## config.mk

```make
export PLATFORM = sky130hd
export DESIGN_NAME = pwm_capture
export DESIGN_NICKNAME = d
export VERILOG_FILES = /design/src/rtl/pwm_capture.sv
export SDC_FILE = /design/constraint.sdc
export NUM_CORES = 1
export LEC_CHECK = 0
export BUFFER_PORTS_ARGS = -buffer_cell sky130_fd_sc_hd__buf_2
export CORE_MARGIN = 5
export CORE_UTILIZATION = 45
export CTS_CLUSTER_DIAMETER = 100
export DETAILED_ROUTE_END_ITERATION = 16
export PLACE_DENSITY = 0.75
export SETUP_SLACK_MARGIN = 0.1
export SLEW_MARGIN = 20
export SYNTH_ARGS = -nofsm -noshare
export SYNTH_HDL_FRONTEND = slang
export SYNTH_SLANG_ARGS = --single-unit
```

## constraint.sdc

```tcl
create_clock -name clk -period 2.13 [get_ports clk]
set_input_delay 0.426 -clock clk [delete_from_list [all_inputs] [get_ports clk]]
set_output_delay 0.426 -clock clk [all_outputs]
set_load 0.03 [all_outputs]
```

## src/rtl/pwm_capture.sv

```systemverilog
// PWM input capture: measures period and high time of an external pin and
// serves coherent period/high-time pairs and status over the SPI command bus.
module pwm_capture #(
    parameter logic [7:0]  DEV_ID                = 8'd0,
    parameter int          CNTR_WIDTH            = 16,
    parameter logic [15:0] C_SET_PWM_CAP_TIMEOUT = 16'h0050,
    parameter logic [15:0] C_GET_PWM_CAP_PERIOD  = 16'h0051,
    parameter logic [15:0] C_GET_PWM_CAP_HIGH    = 16'h0052,
    parameter logic [15:0] C_GET_PWM_CAP_STATUS  = 16'h0053
) (
    input  logic        clk,
    input  logic        reset,
    input  logic        pwm_in,
    input  logic [15:0] spi_cmd_r,
    input  logic [7:0]  spi_addr_r,
    input  logic [39:0] spi_data_r,
    input  logic        spi_data_valid_r,
    output logic [39:0] rd_data,
    output logic        rd_valid,
    output logic        meas_valid
);

    localparam logic [1:0] ST_IDLE = 2'd0;
    localparam logic [1:0] ST_HIGH = 2'd1;
    localparam logic [1:0] ST_LOW  = 2'd2;

    localparam logic [CNTR_WIDTH-1:0] CNT_ONES = '1;
    localparam logic [CNTR_WIDTH-1:0] CNT_ZERO = '0;
    localparam logic [CNTR_WIDTH-1:0] CNT_ONE  = {{(CNTR_WIDTH-1){1'b0}}, 1'b1};
    localparam int                    PAD_W    = 40 - CNTR_WIDTH;

    logic                  sync1_q, sync2_q, sdly_q;
    logic [1:0]            state_q, state_d;
    logic [CNTR_WIDTH-1:0] cnt_q, cnt_d;
    logic [CNTR_WIDTH-1:0] high_tmp_q, high_tmp_d;
    logic [CNTR_WIDTH-1:0] period_q, period_d;
    logic [CNTR_WIDTH-1:0] high_q, high_d;
    logic [CNTR_WIDTH-1:0] shadow_q, shadow_d;
    logic [CNTR_WIDTH-1:0] timeout_q, timeout_d;
    logic                  meas_valid_q, meas_valid_d;
    logic                  overrun_q, overrun_d;
    logic                  to_flag_q, to_flag_d;
    logic                  stuck_q, stuck_d;
    logic [39:0]           rd_data_q, rd_data_d;
    logic                  rd_valid_q, rd_valid_d;

    logic rise_s, fall_s, hit_s, timeout_s, commit_s;
    // upper write-data bits are not used by this block
    logic unused_data_s;

    assign unused_data_s = ^spi_data_r[39:CNTR_WIDTH];
    assign rise_s    = sync2_q & ~sdly_q;
    assign fall_s    = ~sync2_q & sdly_q;
    assign hit_s     = spi_data_valid_r && (spi_addr_r == DEV_ID);
    assign timeout_s = ((timeout_q != CNT_ZERO) && (cnt_q == timeout_q)) || (cnt_q == CNT_ONES);
    assign commit_s  = (state_q == ST_LOW) && rise_s;

    assign rd_data    = rd_data_q;
    assign rd_valid   = rd_valid_q;
    assign meas_valid = meas_valid_q;

    // Next-state logic: measurement FSM, counter and SPI command decode.
    always_comb begin
        state_d      = state_q;
        high_tmp_d   = high_tmp_q;
        period_d     = period_q;
        high_d       = high_q;
        shadow_d     = shadow_q;
        timeout_d    = timeout_q;
        meas_valid_d = meas_valid_q;
        overrun_d    = overrun_q;
        to_flag_d    = to_flag_q;
        stuck_d      = stuck_q;
        rd_data_d    = rd_data_q;
        rd_valid_d   = 1'b0;

        if (rise_s) begin
            cnt_d = CNT_ONE;
        end else if (state_q != ST_IDLE) begin
            cnt_d = cnt_q + CNT_ONE;
        end else begin
            cnt_d = cnt_q;
        end

        // Edges win over a timeout landing on the same cycle.
        case (state_q)
            ST_IDLE: begin
                if (rise_s) begin
                    state_d = ST_HIGH;
                end else begin
                    state_d = ST_IDLE;
                end
            end
            ST_HIGH, ST_LOW: begin
                if ((state_q == ST_HIGH) && fall_s) begin
                    high_tmp_d = cnt_q;
                    state_d    = ST_LOW;
                end else if (commit_s) begin
                    period_d     = cnt_q;
                    high_d       = high_tmp_q;
                    meas_valid_d = 1'b1;
                    overrun_d    = 1'b1;
                    to_flag_d    = 1'b0;
                    state_d      = ST_HIGH;
                end else if (timeout_s) begin
                    period_d     = CNT_ZERO;
                    high_d       = CNT_ZERO;
                    meas_valid_d = 1'b0;
                    to_flag_d    = 1'b1;
                    stuck_d      = sync2_q;
                    state_d      = ST_IDLE;
                end else begin
                    state_d = state_q;
                end
            end
            default: state_d = ST_IDLE;
        endcase

        // Reads sample pre-commit values; a coincident commit keeps overrun set.
        if (hit_s) begin
            case (spi_cmd_r)
                C_SET_PWM_CAP_TIMEOUT: timeout_d = spi_data_r[CNTR_WIDTH-1:0];
                C_GET_PWM_CAP_PERIOD: begin
                    rd_data_d  = {{PAD_W{1'b0}}, period_q};
                    rd_valid_d = 1'b1;
                    shadow_d   = high_q;
                    overrun_d  = commit_s;
                end
                C_GET_PWM_CAP_HIGH: begin
                    rd_data_d  = {{PAD_W{1'b0}}, shadow_q};
                    rd_valid_d = 1'b1;
                end
                C_GET_PWM_CAP_STATUS: begin
                    rd_data_d  = {36'd0, to_flag_q, overrun_q, stuck_q, meas_valid_q};
                    rd_valid_d = 1'b1;
                end
                default: rd_valid_d = 1'b0;
            endcase
        end else begin
            rd_valid_d = 1'b0;
        end
    end

    // State registers with synchronous reset.
    always_ff @(posedge clk) begin
        if (reset) begin
            sync1_q      <= 1'b0;
            sync2_q      <= 1'b0;
            sdly_q       <= 1'b0;
            state_q      <= ST_IDLE;
            cnt_q        <= CNT_ZERO;
            high_tmp_q   <= CNT_ZERO;
            period_q     <= CNT_ZERO;
            high_q       <= CNT_ZERO;
            shadow_q     <= CNT_ZERO;
            timeout_q    <= CNT_ONES;
            meas_valid_q <= 1'b0;
            overrun_q    <= 1'b0;
            to_flag_q    <= 1'b0;
            stuck_q      <= 1'b0;
            rd_data_q    <= 40'd0;
            rd_valid_q   <= 1'b0;
        end else begin
            sync1_q      <= pwm_in;
            sync2_q      <= sync1_q;
            sdly_q       <= sync2_q;
            state_q      <= state_d;
            cnt_q        <= cnt_d;
            high_tmp_q   <= high_tmp_d;
            period_q     <= period_d;
            high_q       <= high_d;
            shadow_q     <= shadow_d;
            timeout_q    <= timeout_d;
            meas_valid_q <= meas_valid_d;
            overrun_q    <= overrun_d;
            to_flag_q    <= to_flag_d;
            stuck_q      <= stuck_d;
            rd_data_q    <= rd_data_d;
            rd_valid_q   <= rd_valid_d;
        end
    end

endmodule

```

Word level (Yosys, flattened, before mapping)
Cells that the tools add are included.
{ "totals": {"register_bits": 146, "inputBits": 68, "output_inout_bits": 42} }
{ "op_classes": {"n_eq_ne": 9, "bitwise_logic": 7, "n_reduce_logical": 22, "muxes": 21, "n_addsub": 1} }
{ "ops": {"columns": ["op", "count"], "rows": [
  ["$pmux 40 s3", 1],
  ["$eq 16x7->1 const B", 4],
  ["$mux 16", 3],
  ["$add 16x1->16 const B", 1],
  ["$eq 16x16->1", 1],
  ["$eq 16x16->1 const B", 1],
  ["$reduce_bool 16->1", 1],
  ["$mux 1", 13],
  ["$logic_not 8->1", 1],
  ["$reduce_and 2->1", 4],
  ["$mux 2", 3],
  ["$reduce_bool 2->1", 3],
  ["$reduce_or 2->1", 3],
  ["$not 1->1", 5],
  ["$logic_and 1x1->1", 4],
  ["$ne 4x4->1 const B", 1],
  ["$pmux 2 s2", 1],
  ["$reduce_and 4->1", 1],
  ["$reduce_and 3->1", 1],
  ["$reduce_bool 3->1", 1],
  ["$reduce_or 3->1", 1],
  ["$and 1x1->1", 2],
  ["$eq 2x1->1 const B", 1],
  ["$eq 2x2->1 const B", 1],
  ["2 further kinds", 2]
]} }

Logic depth before layout (Yosys ltp)
{ "logic_depth": {"ltp_word": 8, "ltp_mapped": 8, "depth_no_buf": 7} }

Worst setup path before layout
No wires, ideal clock.
{ "synth_path": {"path_kind": "input -> register", "start": "in spi_cmd_r[3]", "end": "reg timeout_q[10]", "arrival_time_ns": 1.866, "n_path_buf": 1, "required_ns": 2.001, "setup_ns": 0.129, "stages": 6, "setup_slack_ns": 0.134, "cell_sequence": "nor4b_4 nand4_4 nor4_4 buf_6 mux2i_1 nand2_1"} }
{ "synth_via": {"elab_chain_cells": 2} }
{ "synth_lines": {"columns": ["element", "line_no", "rtl"], "rows": [
  ["start: declaration", "14", "input logic [15:0] spi_cmd_r,"],
  ["$eq 16x7->1", "121", "case (spi_cmd_r)"],
  ["$reduce_and 2->1 (no source line)", null, null],
  ["end signal: assignment", "173", "timeout_q <= timeout_d;"],
  ["end: declaration", "39", "logic [CNTR_WIDTH-1:0] timeout_q, timeout_d;"]
]} }
Every way passes these cells.
A chain may end at the register's enable or synchronous reset.

Worst setup path after layout
{ "layout_path": {"start": "reg state_q[1]", "end": "reg period_q[14]"} }
{ "layout_via": {"elab_chain_cells": 4, "word_cells_on_any_way": 9, "classes_between": "eq/ne (2); mux (1); bitwise (1); reduce/logical (5)"} }
{ "layout_lines": {"columns": ["element", "line_no", "rtl"], "rows": [
  ["start: declaration", "33", "logic [1:0] state_q, state_d;"],
  ["start signal: assignment", "167", "state_q <= state_d;"],
  ["$eq 2x2->1 or $eq 2x1->1 (tied branches)", "56, 86, 95", null],
  ["$logic_and 1x1->1 (on tied branches)", "56, 95", null],
  ["$reduce_bool 2->1 (no source line) or $not 1->1 (tied branches)", null, null],
  ["$reduce_and 3->1 (no source line)", null, null],
  ["end signal: assignment", "170", "period_q <= period_d;"],
  ["end: declaration", "36", "logic [CNTR_WIDTH-1:0] period_q, period_d;"]
]} }
Parallel ways exist; a longest one is shown, timed or not.

==> metrics.sh <==
REPORT.FINAL.SLEW_VIOL_COUNT=0
GRT_ANTENNA_BEFORE_REPAIR=0
CTS_INSERTED_BUFFERS=17
FINAL_SKEW_NS=0.0116
SYNTHESIS.YOSYS.WARNINGS=0
GLOBAL_ROUTE.USAGE.TOTAL=0.164
FMAX_MHz=514
DRC_ERRORS=0
DETAILROUTE.WIRELENGTH.MET3_UM=854
CRITICAL_PATH_SINK_TYPE='flip-flop'
CLOCK_TREE.BUFFER_DEPTH=2
DPL.CELL_COUNT=723
WL_MM=11.5
MIN_DELAY_PATH_DEPTH=2
UNREPAIRED_SETUP_ENDPOINTS_AFTER_GLOBAL_ROUTING='false'
GRT_MAX_DEGREE=51
LAYOUT.AREA.SEQ_SQ_UM=2440
DRTPASS1ITERATIONS=4
CLK_LATENCY_NS=0.41
SYN_TO_FINAL_GROWTH_PCT=19.9
IOPINCOUNT=110
WL_MET2_MM=5.32
PORT_BUFFERS=61
CRITPATHLAUNCHTYPE='flip-flop'
CP.ARRIVAL_NS=2.23
LAYOUT.NETS=674
DETAILEDROUTE.FIRSTITERATIONVIOLATIONS=250
MIN_PERIOD_OVER_PERIOD=0.913
YS.FLOP_TYPE='dfxtp_1'
DETAIL_ROUTE.WL_PER_CELL_UM=15.2
WORST_REG2REG_SETUP_SLACK_NS=0.19
MOST-COMMON-LAYOUT-CELLS='122 x dfxtp_1, 69 x nand2_1, 61 x buf_2, 51 x nor2_1, 38 x mux2i_1'
FP-ROW-COUNT=39
WORSTPATHMAXFANOUT=34
LEADING_CELL_TYPE_IN_THE_LAYOUT_FILL_AND_TAPS_EXCLUDED='dfxtp_1'
FP.DIEAREA_SQ_UM=13900
CORE_AREA_SQ_UM=11400
MAX-SLEW-MARGIN-REL=0.643
WIRE_LENGTH_OF_THE_FIRST_GLOBAL_ROUTING_PASS_MM=18.7
SEQ_AREA_FRAC_SYNTH=0.465
FRACTION_OF_FINAL_LAYOUT_CELLS_SIZED_BEYOND_DRIVE_STRENGTH_1=0.202
TRITONCTS='built'
TIMING.FINAL.HOLD_VIOLATIONS=0
TOTAL_CHIP_POWER_uW=5430
TIMING.CRITICAL_PATH.REQUIRED_NS=2.42
POWER_LEAKAGE_uW=0.00229
SYNTH.CELL_AREA_SQ_UM=5250
HP-CLASS='in2reg'
DIODES=0
RR_WORST_DEPTH=8
CRIT-REG2REG-CAPTURE='period_q[14]$_SDFFE_PP0P_'
HP-START='pwm_in'
POWER-PER-CELL-AREA_nW_PER_UM2=862
DIE_W_UM=118
CRITICALPATHCATEGORY='reg2reg'
FP.DIEH_UM=118
GRT_PASS1_VIAS=3797
SYNTHESIS.INSTANCES=546
REGTOREGSTARTPOINT='state_q[1]$_SDFFE_PP0P_'
DR_TOTAL_VIAS=4048
MIN_DELAY_WORST_ENDPOINT='sync1_q$_SDFF_PP0_'
CLKSINKCOUNT=122
SETUP_VIOL=0
FLOORPLAN.INITIALDENSITY=0.460
CLOCK_TREE_ROOT_DRIVER_CELL='clkbuf_16'
DRV_CAP=0
YS_FF_LATCH=122
FINALWORSTPATHREQUIREDPERIOD_NS=1.94
DP_HPWL_MM=7.94
SYNTH_CELL_TYPES=48
VIAS_PER_CELL=5.35
ROUTE.TOP_LAYER_USED='met4'
GLOBALPLACE.CONGESTION=0.779
CLKTRANSATPATHREGS_NS=0.05
WORST_SLEW_PIN_SLEW_NS=0.535
MULTI_INPUT_AREA_SQ_UM=2530
ANTENNA_LEFT=0
GR-TOTAL-OVERFLOW=0
ASYNC_SR_FLOP_FRACTION=0
PEAKVDDDROP_V=0.000893
HOLD_BUFFERS=0
DEEPEST_LEVEL_OF_THE_CTS_H_TREE=4
NFILLCELLS=986
ROUTE.LAYER.MET1.WL_MM=5.24
SYNTH_EDF_COUNT=0
FINAL_CELLS=757
SYN_AVG_CELL_AREA_SQ_UM=9.62
RUN_STATUS='completed'
-- kinds of logic after synthesis --
logic type               Yosys count  share of synthesized area
adder cells (fa/ha/maj)            5                     0.0119
multiplexers                      38                     0.0724
flip-flops                       122                      0.465
buffers and inverters             72                     0.0779
AND/OR/NAND/NOR                  194                      0.195
other                              1                   0.000714
AO/OA/AOI/OAI                     85                      0.129
XOR/XNOR                          29                     0.0483
-- worst max path at each step --
stage                            start                         end  slack, ns  depth (start not counted)
6_report       state_q[1]$_SDFFE_PP0P_   period_q[14]$_SDFFE_PP0P_       0.19                          8
3_5_place_dp             spi_addr_r[1]   shadow_q[11]$_SDFFE_PP0P_      -0.04                          7
3_3_place_gp             spi_addr_r[1]    shadow_q[2]$_SDFFE_PP0P_       0.07                          7
5_1_grt        state_q[0]$_SDFFE_PP0P_      high_q[5]$_SDFFE_PP0P_       0.13                          7
2_1_floorplan             spi_cmd_r[3]  timeout_q[10]$_SDFFE_PP1P_       0.13                          6
4_1_cts        state_q[0]$_SDFFE_PP0P_    period_q[1]$_SDFFE_PP0P_       0.11                          7
-- final cells by class --
type / instances / share of cell area
clock buffer: 23 / 0.0774
multi-input combinational: 375 / 0.402
tap: 143 / 0.0284
sequential: 122 / 0.388
timing repair buffer: 79 / 0.0798
clock inverter: 9 / 0.0216
inverter: 6 / 0.00357
-- registers in the layout, summed over array words and instances (netlist names) --
| register | cells |
|---|---|
| cnt_q | 16 |
| high_q | 16 |
| high_tmp_q | 16 |
| period_q | 16 |
| rd_data | 16 |
| shadow_q | 16 |
| timeout_q | 16 |
| state_q | 2 |
| meas_valid | 1 |
| overrun_q | 1 |
| rd_valid | 1 |
| sdly_q | 1 |
| stuck_q | 1 |
| sync1_q | 1 |
| sync2_q | 1 |
| to_flag_q | 1 |
-- cell usage after synthesis (3+ instances only) --
cell / number / area share
a21oi_1: 26 / 0.025
a311oi_1: 12 / 0.020
a32o_1: 32 / 0.061
and3_1: 3 / 0.0036
and4_1: 3 / 0.0050
buf_2: 12 / 0.011
buf_4: 27 / 0.039
buf_6: 3 / 0.0064
clkbuf_1: 23 / 0.016
dfxtp_1: 122 / 0.46
ha_1: 5 / 0.012
inv_1: 5 / 0.0036
mux2i_1: 38 / 0.072
nand2_1: 69 / 0.049
nand2b_1: 6 / 0.0071
nand3_1: 8 / 0.0076
nand3b_1: 13 / 0.019
nand4_1: 8 / 0.0095
nor2_1: 51 / 0.036
nor2b_1: 4 / 0.0048
nor3_1: 3 / 0.0029
nor4_1: 11 / 0.013
o211ai_1: 4 / 0.0057
xnor2_1: 10 / 0.017
xor2_1: 19 / 0.032
-- power by group --
group | switching [uW] | internal [uW] | total (uW)
logic | 133 | 54.7 | 188
clock network | 984 | 1970 | 2950
registers | 7.26 | 2290 | 2300
total | 1120 | 4310 | 5430
-- layer usage --
layer  GRT usage  vias to the layer above
met2       0.249                      144
met5           0                        -
li1            -                     2011
met3      0.0567                       13
met4      0.0509                        0
met1       0.220                     1880
-- metrics by stage --
stage	hold slack, ns	cell area (sq um)	utilization	worst slack (ns)	TNS (ns)
after floorplan	0.414	5340	-	0.134	0
after global placement	0.420	5640	0.494	0.0721	0
after detailed placement	0.427	5640	0.494	-0.0374	-0.279
after CTS	0.214	6260	0.549	0.109	0
after global routing	0.225	6300	0.552	0.134	0
final	0.232	6300	0.552	0.185	0
-- what timing repair did --
item / in CTS / in global routing
endpoints found under the hold margin: 0 / 0
gates resized for setup: 0 / 4
buffers inserted: 0 / 2
endpoints found under the setup margin: 0 / 37
-- worst max-delay path: stages, from the launching register on --
cell	delay, ns
dfxtp_1	0.39
inv_1	0.11
ha_1	0.22
nand3b_1	0.16
nand2_1	0.15
nor3_2	0.21
a32oi_2	0.10
buf_12	0.20
a32o_1	0.28
(Power assumes the default switching activity.)
